===== src/rtl/nco_voice_pkg.sv =====
`default_nettype none
// ============================================================================
// Module   : nco_voice_pkg
// Brief    : Shared types, default widths and index-width helper for the
//            NCO voice allocator.
// Revision : 1.0 - initial release
// ============================================================================
package nco_voice_pkg;

    typedef enum logic [1:0] {
        IDLE   = 2'd0,
        SEARCH = 2'd1,
        LOAD_F = 2'd2,
        LOAD_A = 2'd3
    } alloc_state_t;

    localparam int FW_DEF     = 24;
    localparam int AW_DEF     = 16;
    localparam int NOTE_W_DEF = 7;

    // Index width that never collapses to zero bits.
    function automatic int clog2_safe(input int n);
        int r;
        r = 1;
        for (int i = 1; i < 31; i++) begin
            if ((1 << i) < n) r = i + 1;
        end
        return r;
    endfunction

endpackage
`default_nettype wire


===== src/rtl/nco_voice_allocator_voice_picker.sv =====
`default_nettype none
// ============================================================================
// Module   : voice_picker
// Brief    : Combinational voice selection: retrigger, then lowest free,
//            then oldest active voice (ties to lowest index).
// Revision : 1.0 - initial release
// ============================================================================
module voice_picker
    import nco_voice_pkg::*;
#(
    parameter int NUM_VOICES = 4,
    parameter int NOTE_W     = NOTE_W_DEF,
    parameter int AGE_W      = 6,
    parameter int IDX_W      = 2
) (
    input  logic [NUM_VOICES-1:0]             i_active,
    input  logic [NUM_VOICES-1:0][NOTE_W-1:0] i_notes,
    input  logic [NUM_VOICES-1:0][AGE_W-1:0]  i_ages,
    input  logic [NOTE_W-1:0]                 i_req_note,
    output logic [IDX_W-1:0]                  o_idx,
    output logic                              o_hit,
    output logic                              o_free,
    output logic                              o_steal
);

    logic [IDX_W-1:0] w_hit_idx;
    logic [IDX_W-1:0] w_free_idx;
    logic [IDX_W-1:0] w_old_idx;
    logic [AGE_W-1:0] w_old_age;

    always_comb begin
        o_hit      = 1'b0;
        o_free     = 1'b0;
        w_hit_idx  = '0;
        w_free_idx = '0;
        // Descending scan so the lowest matching index is the last write.
        for (int i = NUM_VOICES - 1; i >= 0; i--) begin
            if (i_active[i] && (i_notes[i] == i_req_note)) begin
                o_hit     = 1'b1;
                w_hit_idx = IDX_W'(i);
            end
            if (!i_active[i]) begin
                o_free     = 1'b1;
                w_free_idx = IDX_W'(i);
            end
        end

        w_old_idx = '0;
        w_old_age = i_ages[0];
        for (int i = 1; i < NUM_VOICES; i++) begin
            if (i_ages[i] > w_old_age) begin
                w_old_age = i_ages[i];
                w_old_idx = IDX_W'(i);
            end
        end

        o_steal = !o_hit && !o_free;
        if (o_hit)       o_idx = w_hit_idx;
        else if (o_free) o_idx = w_free_idx;
        else             o_idx = w_old_idx;
    end

endmodule
`default_nettype wire


===== src/rtl/nco_voice_allocator.sv =====
`default_nettype none
// ============================================================================
// Module   : nco_voice_allocator
// Brief    : Polyphonic note-to-voice allocator sequencing frequency and
//            amplitude loads on a shared bus, then gating key_on.
//            Optional sustain pedal: define NCO_VOICE_ALLOC_SUSTAIN_EN.
// Revision : 1.0 - initial release
// ============================================================================
module nco_voice_allocator
    import nco_voice_pkg::*;
#(
    parameter int NUM_VOICES = 4,
    parameter int FW         = FW_DEF,
    parameter int AW         = AW_DEF,
    parameter int NOTE_W     = NOTE_W_DEF
) (
    input  logic                  Clk,
    input  logic                  Reset,
`ifdef NCO_VOICE_ALLOC_SUSTAIN_EN
    input  logic                  sustain,
`endif
    input  logic                  ev_valid,
    output logic                  ev_ready,
    input  logic                  ev_on,
    input  logic [NOTE_W-1:0]     ev_note,
    input  logic [FW-1:0]         ev_freq,
    input  logic [AW-1:0]         ev_amp,
    output logic [FW-1:0]         cfg_F,
    output logic [AW-1:0]         cfg_A,
    output logic [NUM_VOICES-1:0] loadF,
    output logic [NUM_VOICES-1:0] loadA,
    output logic [NUM_VOICES-1:0] key_on,
    output logic                  steal,
    output logic                  busy
);

    localparam int                 c_idx_w   = clog2_safe(NUM_VOICES);
    localparam int                 c_age_w   = c_idx_w + 4;
    localparam logic [c_age_w-1:0] c_age_max = '1;

    alloc_state_t                        r_state, w_state_nxt;
    logic                                r_on;
    logic [NOTE_W-1:0]                   r_note;
    logic [FW-1:0]                       r_freq, r_cfg_f;
    logic [AW-1:0]                       r_amp, r_cfg_a;
    logic [c_idx_w-1:0]                  r_voice;
    logic [NUM_VOICES-1:0]               r_key_on, r_active;
    logic [NUM_VOICES-1:0][NOTE_W-1:0]   r_note_tab;
    logic [NUM_VOICES-1:0][c_age_w-1:0]  r_age;

    logic [c_idx_w-1:0]    w_pick_idx;
    logic                  w_pick_hit, w_pick_free, w_pick_steal;
    logic [NUM_VOICES-1:0] w_voice_oh, w_pick_oh;
    logic                  w_commit, w_noteoff_hit, w_hold;
    logic [NUM_VOICES-1:0] w_noteoff_clr, w_release_mask;

    voice_picker #(
        .NUM_VOICES (NUM_VOICES),
        .NOTE_W     (NOTE_W),
        .AGE_W      (c_age_w),
        .IDX_W      (c_idx_w)
    ) u_picker (
        .i_active   (r_active),
        .i_notes    (r_note_tab),
        .i_ages     (r_age),
        .i_req_note (r_note),
        .o_idx      (w_pick_idx),
        .o_hit      (w_pick_hit),
        .o_free     (w_pick_free),
        .o_steal    (w_pick_steal)
    );

    always_comb begin
        w_voice_oh = '0;
        w_pick_oh  = '0;
        for (int i = 0; i < NUM_VOICES; i++) begin
            w_voice_oh[i] = (r_voice == c_idx_w'(i));
            w_pick_oh[i]  = (w_pick_idx == c_idx_w'(i));
        end
    end

    assign w_commit      = (r_state == LOAD_A);
    assign w_noteoff_hit = (r_state == SEARCH) && !r_on && w_pick_hit;
    assign w_noteoff_clr = (w_noteoff_hit && !w_hold) ? w_pick_oh : '0;

`ifdef NCO_VOICE_ALLOC_SUSTAIN_EN
    logic [NUM_VOICES-1:0] r_pending;
    logic                  r_sustain_q;

    assign w_hold         = sustain;
    assign w_release_mask = (r_sustain_q && !sustain) ? r_pending : '0;

    always_ff @(posedge Clk) begin
        if (Reset) begin
            r_pending   <= '0;
            r_sustain_q <= 1'b0;
        end else begin
            r_sustain_q <= sustain;
            for (int i = 0; i < NUM_VOICES; i++) begin
                if ((w_commit && w_voice_oh[i]) || w_release_mask[i] || w_noteoff_clr[i])
                    r_pending[i] <= 1'b0;
                else if (w_noteoff_hit && w_hold && w_pick_oh[i])
                    r_pending[i] <= 1'b1;
            end
        end
    end
`else
    assign w_hold         = 1'b0;
    assign w_release_mask = '0;
`endif

    always_ff @(posedge Clk) begin
        if (Reset) begin
            r_state    <= IDLE;
            r_on       <= 1'b0;
            r_note     <= '0;
            r_freq     <= '0;
            r_amp      <= '0;
            r_voice    <= '0;
            r_cfg_f    <= '0;
            r_cfg_a    <= '0;
            r_key_on   <= '0;
            r_active   <= '0;
            r_note_tab <= '0;
            r_age      <= '0;
        end else begin
            r_state <= w_state_nxt;
            if (r_state == IDLE && ev_valid) begin
                r_on   <= ev_on;
                r_note <= ev_note;
                r_freq <= ev_freq;
                r_amp  <= ev_amp;
            end
            if (r_state == SEARCH && (w_pick_hit || w_pick_free || w_pick_steal))
                r_voice <= w_pick_idx;
            if (r_state == SEARCH && r_on)
                r_cfg_f <= r_freq;
            if (r_state == LOAD_F)
                r_cfg_a <= r_amp;
            // A release on another voice outranks the age bump of the same commit.
            for (int i = 0; i < NUM_VOICES; i++) begin
                if (w_commit && w_voice_oh[i]) begin
                    r_key_on[i]   <= 1'b1;
                    r_active[i]   <= 1'b1;
                    r_note_tab[i] <= r_note;
                    r_age[i]      <= '0;
                end else if (w_noteoff_clr[i] || w_release_mask[i]) begin
                    r_key_on[i] <= 1'b0;
                    r_active[i] <= 1'b0;
                    r_age[i]    <= '0;
                end else if (w_commit && r_active[i] && (r_age[i] != c_age_max)) begin
                    r_age[i] <= r_age[i] + 1'b1;
                end
            end
        end
    end

    always_comb begin
        w_state_nxt = r_state;
        loadF       = '0;
        loadA       = '0;
        steal       = 1'b0;
        ev_ready    = (r_state == IDLE);
        busy        = (r_state != IDLE);
        case (r_state)
            IDLE:    if (ev_valid) w_state_nxt = SEARCH;
            SEARCH:  w_state_nxt = r_on ? LOAD_F : IDLE;
            LOAD_F:  w_state_nxt = LOAD_A;
            LOAD_A:  w_state_nxt = IDLE;
            default: w_state_nxt = IDLE;
        endcase
        // Strobes are masked while Reset is high so an aborted sequence never loads.
        if (!Reset) begin
            if (r_state == LOAD_F) loadF = w_voice_oh;
            if (r_state == LOAD_A) loadA = w_voice_oh;
            steal = (r_state == SEARCH) && r_on && w_pick_steal;
        end
    end

    assign cfg_F  = r_cfg_f;
    assign cfg_A  = r_cfg_a;
    assign key_on = r_key_on;

endmodule
`default_nettype wire


===== config.mk =====
export PLATFORM = sky130hd
export DESIGN_NAME = nco_voice_allocator
export DESIGN_NICKNAME = d
export VERILOG_FILES = /design/src/rtl/nco_voice_pkg.sv /design/src/rtl/nco_voice_allocator_voice_picker.sv /design/src/rtl/nco_voice_allocator.sv
export SDC_FILE = /design/constraint.sdc
export NUM_CORES = 1
export LEC_CHECK = 0
export BUFFER_PORTS_ARGS = -buffer_cell sky130_fd_sc_hd__buf_2
export CORE_ASPECT_RATIO = 2
export CORE_MARGIN = 4
export CORE_UTILIZATION = 35
export CTS_CLUSTER_DIAMETER = 80
export DETAILED_ROUTE_END_ITERATION = 8
export GPL_ROUTABILITY_DRIVEN = 0
export PLACE_DENSITY = 0.62
export SKIP_CTS_REPAIR_TIMING = 1
export SYNTH_ARGS = -nofsm -noshare
export SYNTH_HDL_FRONTEND = slang
export SYNTH_SLANG_ARGS = --single-unit

===== constraint.sdc =====
create_clock -name Clk -period 6.3 [get_ports Clk]
set_clock_uncertainty 0.2 [all_clocks]
set_input_delay 0.63 -clock Clk [delete_from_list [all_inputs] [get_ports Clk]]
set_output_delay 0.63 -clock Clk [all_outputs]
set_load 0.01 [all_outputs]

# Word-level counts from Yosys, hierarchy flattened
# Cells that the tools add are included.
[classes] add_sub_neg=4 order_cmp=3 eq_ne=18 muxes=40 reduce_logical=40
[ops] op="equality test 7 bit" count=4
[ops] op="two-way mux 2 bit" count=14
[ops] op="adder 6 x 1 -> 6 bit, second input constant" count=4
[ops] op="!= test 6 bit, second input constant" count=4
[ops] op="logical AND 1 bit" count=23
[ops] op="two-way mux 4 bit" count=5
[ops] op="greater-than comparator 6 bit" count=3
[ops] op="two-way mux 1 bit" count=18
[ops] op="equality test 2 bit, second input constant" count=6
[ops] op="two-way mux 6 bit" count=2
[ops] op="OR reduction 3 bit" count=4
[ops] op="nonzero test 2 bit" count=5
[ops] op="one-hot mux 2 bit (4 select lines)" count=1
[ops] op="equality test 2 x 1 -> 1 bit, second input constant" count=3
[ops] op="zero test 2 bit" count=3
[ops] op="zero test 1 bit" count=3
[ops] op="logical OR 1 bit" count=2
[ops] op="!= test 2 bit, second input constant" count=1
[word_totals] reg_bits=148 in_bits=51 out_inout_bits=55

# Longest topological paths before layout
[logic_depth] ltp_word=12 mapped_depth=22 mapped_depth_nobuf=20

# By module
# From an unflattened synthesis, not the netlist that was laid out.
[hier_totals] hier_cells=802 area_unflattened_um2=6861.6
[modules_own_cells] module="nco_voice_allocator" n_inst=1 cells_per_inst=674 area_each_um2=5869.4 seq_area_each_um2=2962.8
[modules_own_cells] module="voice_picker" n_inst=1 cells_per_inst=128 area_each_um2=992.2 seq_area_each_um2=0.0

# Least setup slack after synthesis
# OpenSTA, ideal clock, no wires.
[synth_timing] path_type="flip-flop to flip-flop" startpoint="reg r_age[4] (netlist bit)" endpoint="reg r_age[12] (netlist bit)" setup_time_ns=0.134 t_arrival_ns=4.085 required_time_ns=5.966 setup_slack_ns=1.881 path_stages_with_launch=22 period_less_slack_ns=4.419 cell_sequence="dfxtp_1 > inv_1 > ha_1 > a21oi_1 > a21boi_0 > o32a_1 > clkbuf_1 > nor2_1 > a21oi_1 > ha_1 > a21oi_1 > a21boi_1 > o32a_1 > buf_6 > mux2_2 > ha_1 > a21oi_1 > a21boi_0 > o32ai_1 > o2111a_1 > o311a_4 > nor4_1"
[synth_between] elab_chain_cells=11 word_cells_on_any_way=13
[synth_lines] element="start: declaration" line="nco_voice_allocator.sv:49" text="logic [NUM_VOICES-1:0][c_age_w-1:0] r_age;"
[synth_lines] element="start signal: indexed assignment" line="nco_voice_allocator.sv:152" text="r_age[i] <= r_age[i] + 1'b1;"
[synth_lines] element="greater-than comparator 6 bit" line="nco_voice_allocator_voice_picker.sv:51" text="if (i_ages[i] > w_old_age) begin"
[synth_lines] element="two-way mux 6 bit" line="nco_voice_allocator_voice_picker.sv:51"
[synth_lines] element="greater-than comparator 6 bit" line="nco_voice_allocator_voice_picker.sv:51"
[synth_lines] element="two-way mux 6 bit" line="nco_voice_allocator_voice_picker.sv:51"
[synth_lines] element="greater-than comparator 6 bit" line="nco_voice_allocator_voice_picker.sv:51"
[synth_lines] element="two-way mux 2 bit (*)" line="nco_voice_allocator_voice_picker.sv:51"
[synth_lines] element="two-way mux 2 bit (*)" line="nco_voice_allocator_voice_picker.sv:59" text="else if (o_free) o_idx = w_free_idx;"
[synth_lines] element="two-way mux 2 bit (*)" line="nco_voice_allocator_voice_picker.sv:58" text="if (o_hit) o_idx = w_hit_idx;"
[synth_lines] element="equality test 2 bit (*)" line="nco_voice_allocator.sv:78" text="w_pick_oh[i] = (w_pick_idx == c_idx_w'(i));"
[synth_lines] element="two-way mux 4 bit (*)" line="nco_voice_allocator.sv:84" text="assign w_noteoff_clr = (w_noteoff_hit && !w_hold) ? w_pick_oh : '0;"
[synth_lines] element="OR reduction 3 bit (no source line) (*)"
# Mark *: on every way between the ends. The rest lies on a longest branch, timed or not.
# A chain may end at the register's enable or synchronous reset.

# Worst setup path after layout
[layout_timing] startpoint="reg r_age[2] (netlist bit)" endpoint="reg r_age[16] (netlist bit)"
# The elaborated chain is that of the path after synthesis.

==> out/qor.txt <==
Area leader, netlist - dfxtp_1
CTS H-tree lvls - 4
Die width - 104 um
Initial DRC count - 232
Crit share post-route - 0.779
Status - finished, final reports clean
Die height - 200 um
Startpoint types - flop
Worst Hold Launch - ev_freq[10]
Final hold vios - 0
Minimum clock period - 4.91 ns
Relative slew slack - 0.217
CTS Buf Count - 17
Num Clock Sinks - 148
Yosys warns - 0
TritonCTS clock tree - built
Clock-pin slew of the registers on the worst-case setup and hold paths - 0.07 ns
Top cell type's share of synthesized area - 0.460
Syn-to-layout area delta - 18.9%
# rows - 70
Worst EP required - 6.35 ns
Mapped Cells - 813
Worst Setup End Kind - flop
Clock root buffer - clkbuf_16
Global Route Usage Sum - 0.167
DP Area - 0.00705 mm^2
Setup_tns - 0 ns
Worst Tran Pin Value - 1.17 ns
CTS Buffer Depth - 2
Final ANT Viol Nets - 0
# diodes - 0
Later-pin clock latency in the skew report - 0.42 ns
R2r worst-path depth - 19
Hold WC Path Type - primary input to flop
Post-synth EDFFs - 0
Final number of max-transition violations - 0
RSZ-0062 raised after global routing - false
R2R Path End - r_age[16]
First-pass GRT wire length - 27700 um
Max-Cap Viols - 0
Post-DP HPWL - 12100 um
Drt drc - 0
Maximum VDD drop - 206 uV
Core Region - 0.0182 mm^2
Synth Flop Type - dfxtp_1
Post-synthesis async set-or-reset flop share - 0
CP Class - flop to flop
Count leader, synth - nand2_1
Vias/cell - 5.06
Syn nets - 886
Yosys reg bits - 148
Hold depth - 3
I/O pin count - 106
Drt pass-1 iters - 4
# nets final - 962
Ratio of cells with drive above 1 in the final layout - 0.169
Die Area - 0.0208 mm^2
Post-synth top cells - nand2_1, dfxtp_1, a21oi_1
Global route total overflow - 0
Final wirelength - 17000 um
Crit path DAT - 4.96 ns
Largest net degree at the start of global routing - 88
Max Freq - 204 MHz
Vias - 5651
Vias in the first global route - 5550
Worst Path Max Fanout - 10
Avg WL per Cell - 15.2 um
Starting Density - 0.354
FF-to-FF Start - r_age[2]
Number of distinct library cells after synthesis - 45
Final instance area - 0.00766 mm^2
Reg2reg setup slack - 1.39 ns
Seq/Total Area, Yosys - 0.460
Final setup violation count - 0
Worst hold endpoint - r_freq[10]
IO buf count - 105
Antenna violations before repair - 0
Post-Synthesis Cell Area - 0.00644 mm^2
Leak - 3.05 nW
Syn_area_per_cell - 7.93 um^2
Largest cells by area after synthesis - dfxtp_1, nand2_1, a21oi_1, ha_1, xor2_1
Power per cell area - 276 mW/mm^2
Fillcell total - 1904
per-layer routing:
| metal | part of all wire | GRT usage | up-vias |
|---|---|---|---|
| met5 | 0 | 0 | - |
| met3 | 0.042 | 0.0393 | 37 |
| li1 | - | - | 2852 |
| met2 | 0.54 | 0.312 | 140 |
| met1 | 0.37 | 0.168 | 2622 |
| met4 | 0.041 | 0.0981 | 0 |
layout make-up:
class                           count  area, um^2  area share
Timing Repair Buffer              107         543      0.0709
Clock inverter                     12         155      0.0203
Tap cell                          216         270      0.0353
Inverter                           20        75.1     0.00980
Sequential cell                   148        2960       0.387
Multi-Input combinational cell    595        3200       0.418
Clock buffer                       19         453      0.0591
logic make-up (layout without fill, tap and decap cells):
family / after synthesis / in the layout / share of synthesized area
mux: 10 / 10 / 0.0167
xor+xnor: 48 / 48 / 0.0652
simple gates: 360 / 360 / 0.237
compound gates: 155 / 155 / 0.134
buf+inv: 70 / 158 / 0.0447
fa+ha+maj: 22 / 22 / 0.0427
flops: 148 / 148 / 0.460
state kept, by name (all words and copies together), names as in the netlist, named ones only:
signal and cells:
r_note_tab 28, cfg_F 24, r_age 24, r_freq 24, cfg_A 16, r_amp 16
r_note 7, r_active 3, r_voice 2, key_on 1, r_on 1, r_state 1
power by group:
group	internal, mW	leakage, nW	switching (mW)
Combinational	0.0366	1.55	0.0652
Clock	0.642	0.295	0.397
Sequential	0.957	1.20	0.0186
how the worst max path moves through the flow:
| stage | from | endpoint | slack (ns) | cells past startpoint |
|---|---|---|---|---|
| finish | r_age[2] | r_age[16] | 1.39 | 19 |
| global route | r_age[2] | r_age[16] | 1.01 | 19 |
| CTS | r_age[2] | r_age[16] | 1.44 | 19 |
| detailed placement | r_age[3] | r_age[13] | 1.46 | 19 |
| global placement | r_age[3] | r_age[15] | 1.56 | 19 |
| floorplan | r_age[4] | r_age[12] | 1.88 | 21 |
worst max-delay path, cell delays in order, from the launching register on:
cell and delay (ns):
dfxtp_1 0.35, inv_1 0.11, ha_1 0.29, nand4_1 0.14
a21oi_1 0.19, o32a_1 0.37, nor2_1 0.08, a21oi_1 0.20
ha_1 0.30, a21oi_1 0.16, a21boi_1 0.08, o32a_1 0.46
mux2_2 0.32, ha_1 0.31, a21oi_1 0.15, a21boi_0 0.12
o32ai_1 0.31, o2111a_1 0.27, o311a_4 0.25, nor4_1 0.06
through the flow:
step	cells	utilization	total power, mW	setup slack (ns)	hold slack (ns)
3_3_place_gp	1086	0.387	1.10	1.56	0.235
4_1_cts	1117	0.420	2.14	1.44	0.227
5_1_grt	1117	0.420	2.20	1.01	0.235
6_report	1117	0.420	2.12	1.39	0.247
2_1_floorplan	813	-	1.06	1.88	0.232
3_5_place_dp	1086	0.387	1.10	1.46	0.243
placed cells by master (no fill, tap or decap), types with 2 or more instances in the layout:
master      count
nor2b_1         2
nand2b_1        9
mux2i_1         4
or3_1           2
a21oi_1       132
nand4_1        18
and3_1          3
o32ai_1         2
a211oi_1        2
dfxtp_1       148
and2_1          2
clkbuf_8        2
a21boi_0        3
buf_2         104
xnor2_1        21
mux2_2          6
o21ai_0         2
nor4_1         10
buf_4           3
inv_1          20
ha_1           22
clkbuf_16      17
clkinvlp_4      2
nor2_1         39
a31oi_1         2
nor3_1          8
a41oi_1         3
clkinv_4        3
bufinv_16       3
nand3_1         5
clkinv_2        3
nand2_1       252
o32a_1          2
xor2_1         27
(Power assumes the default switching activity.)
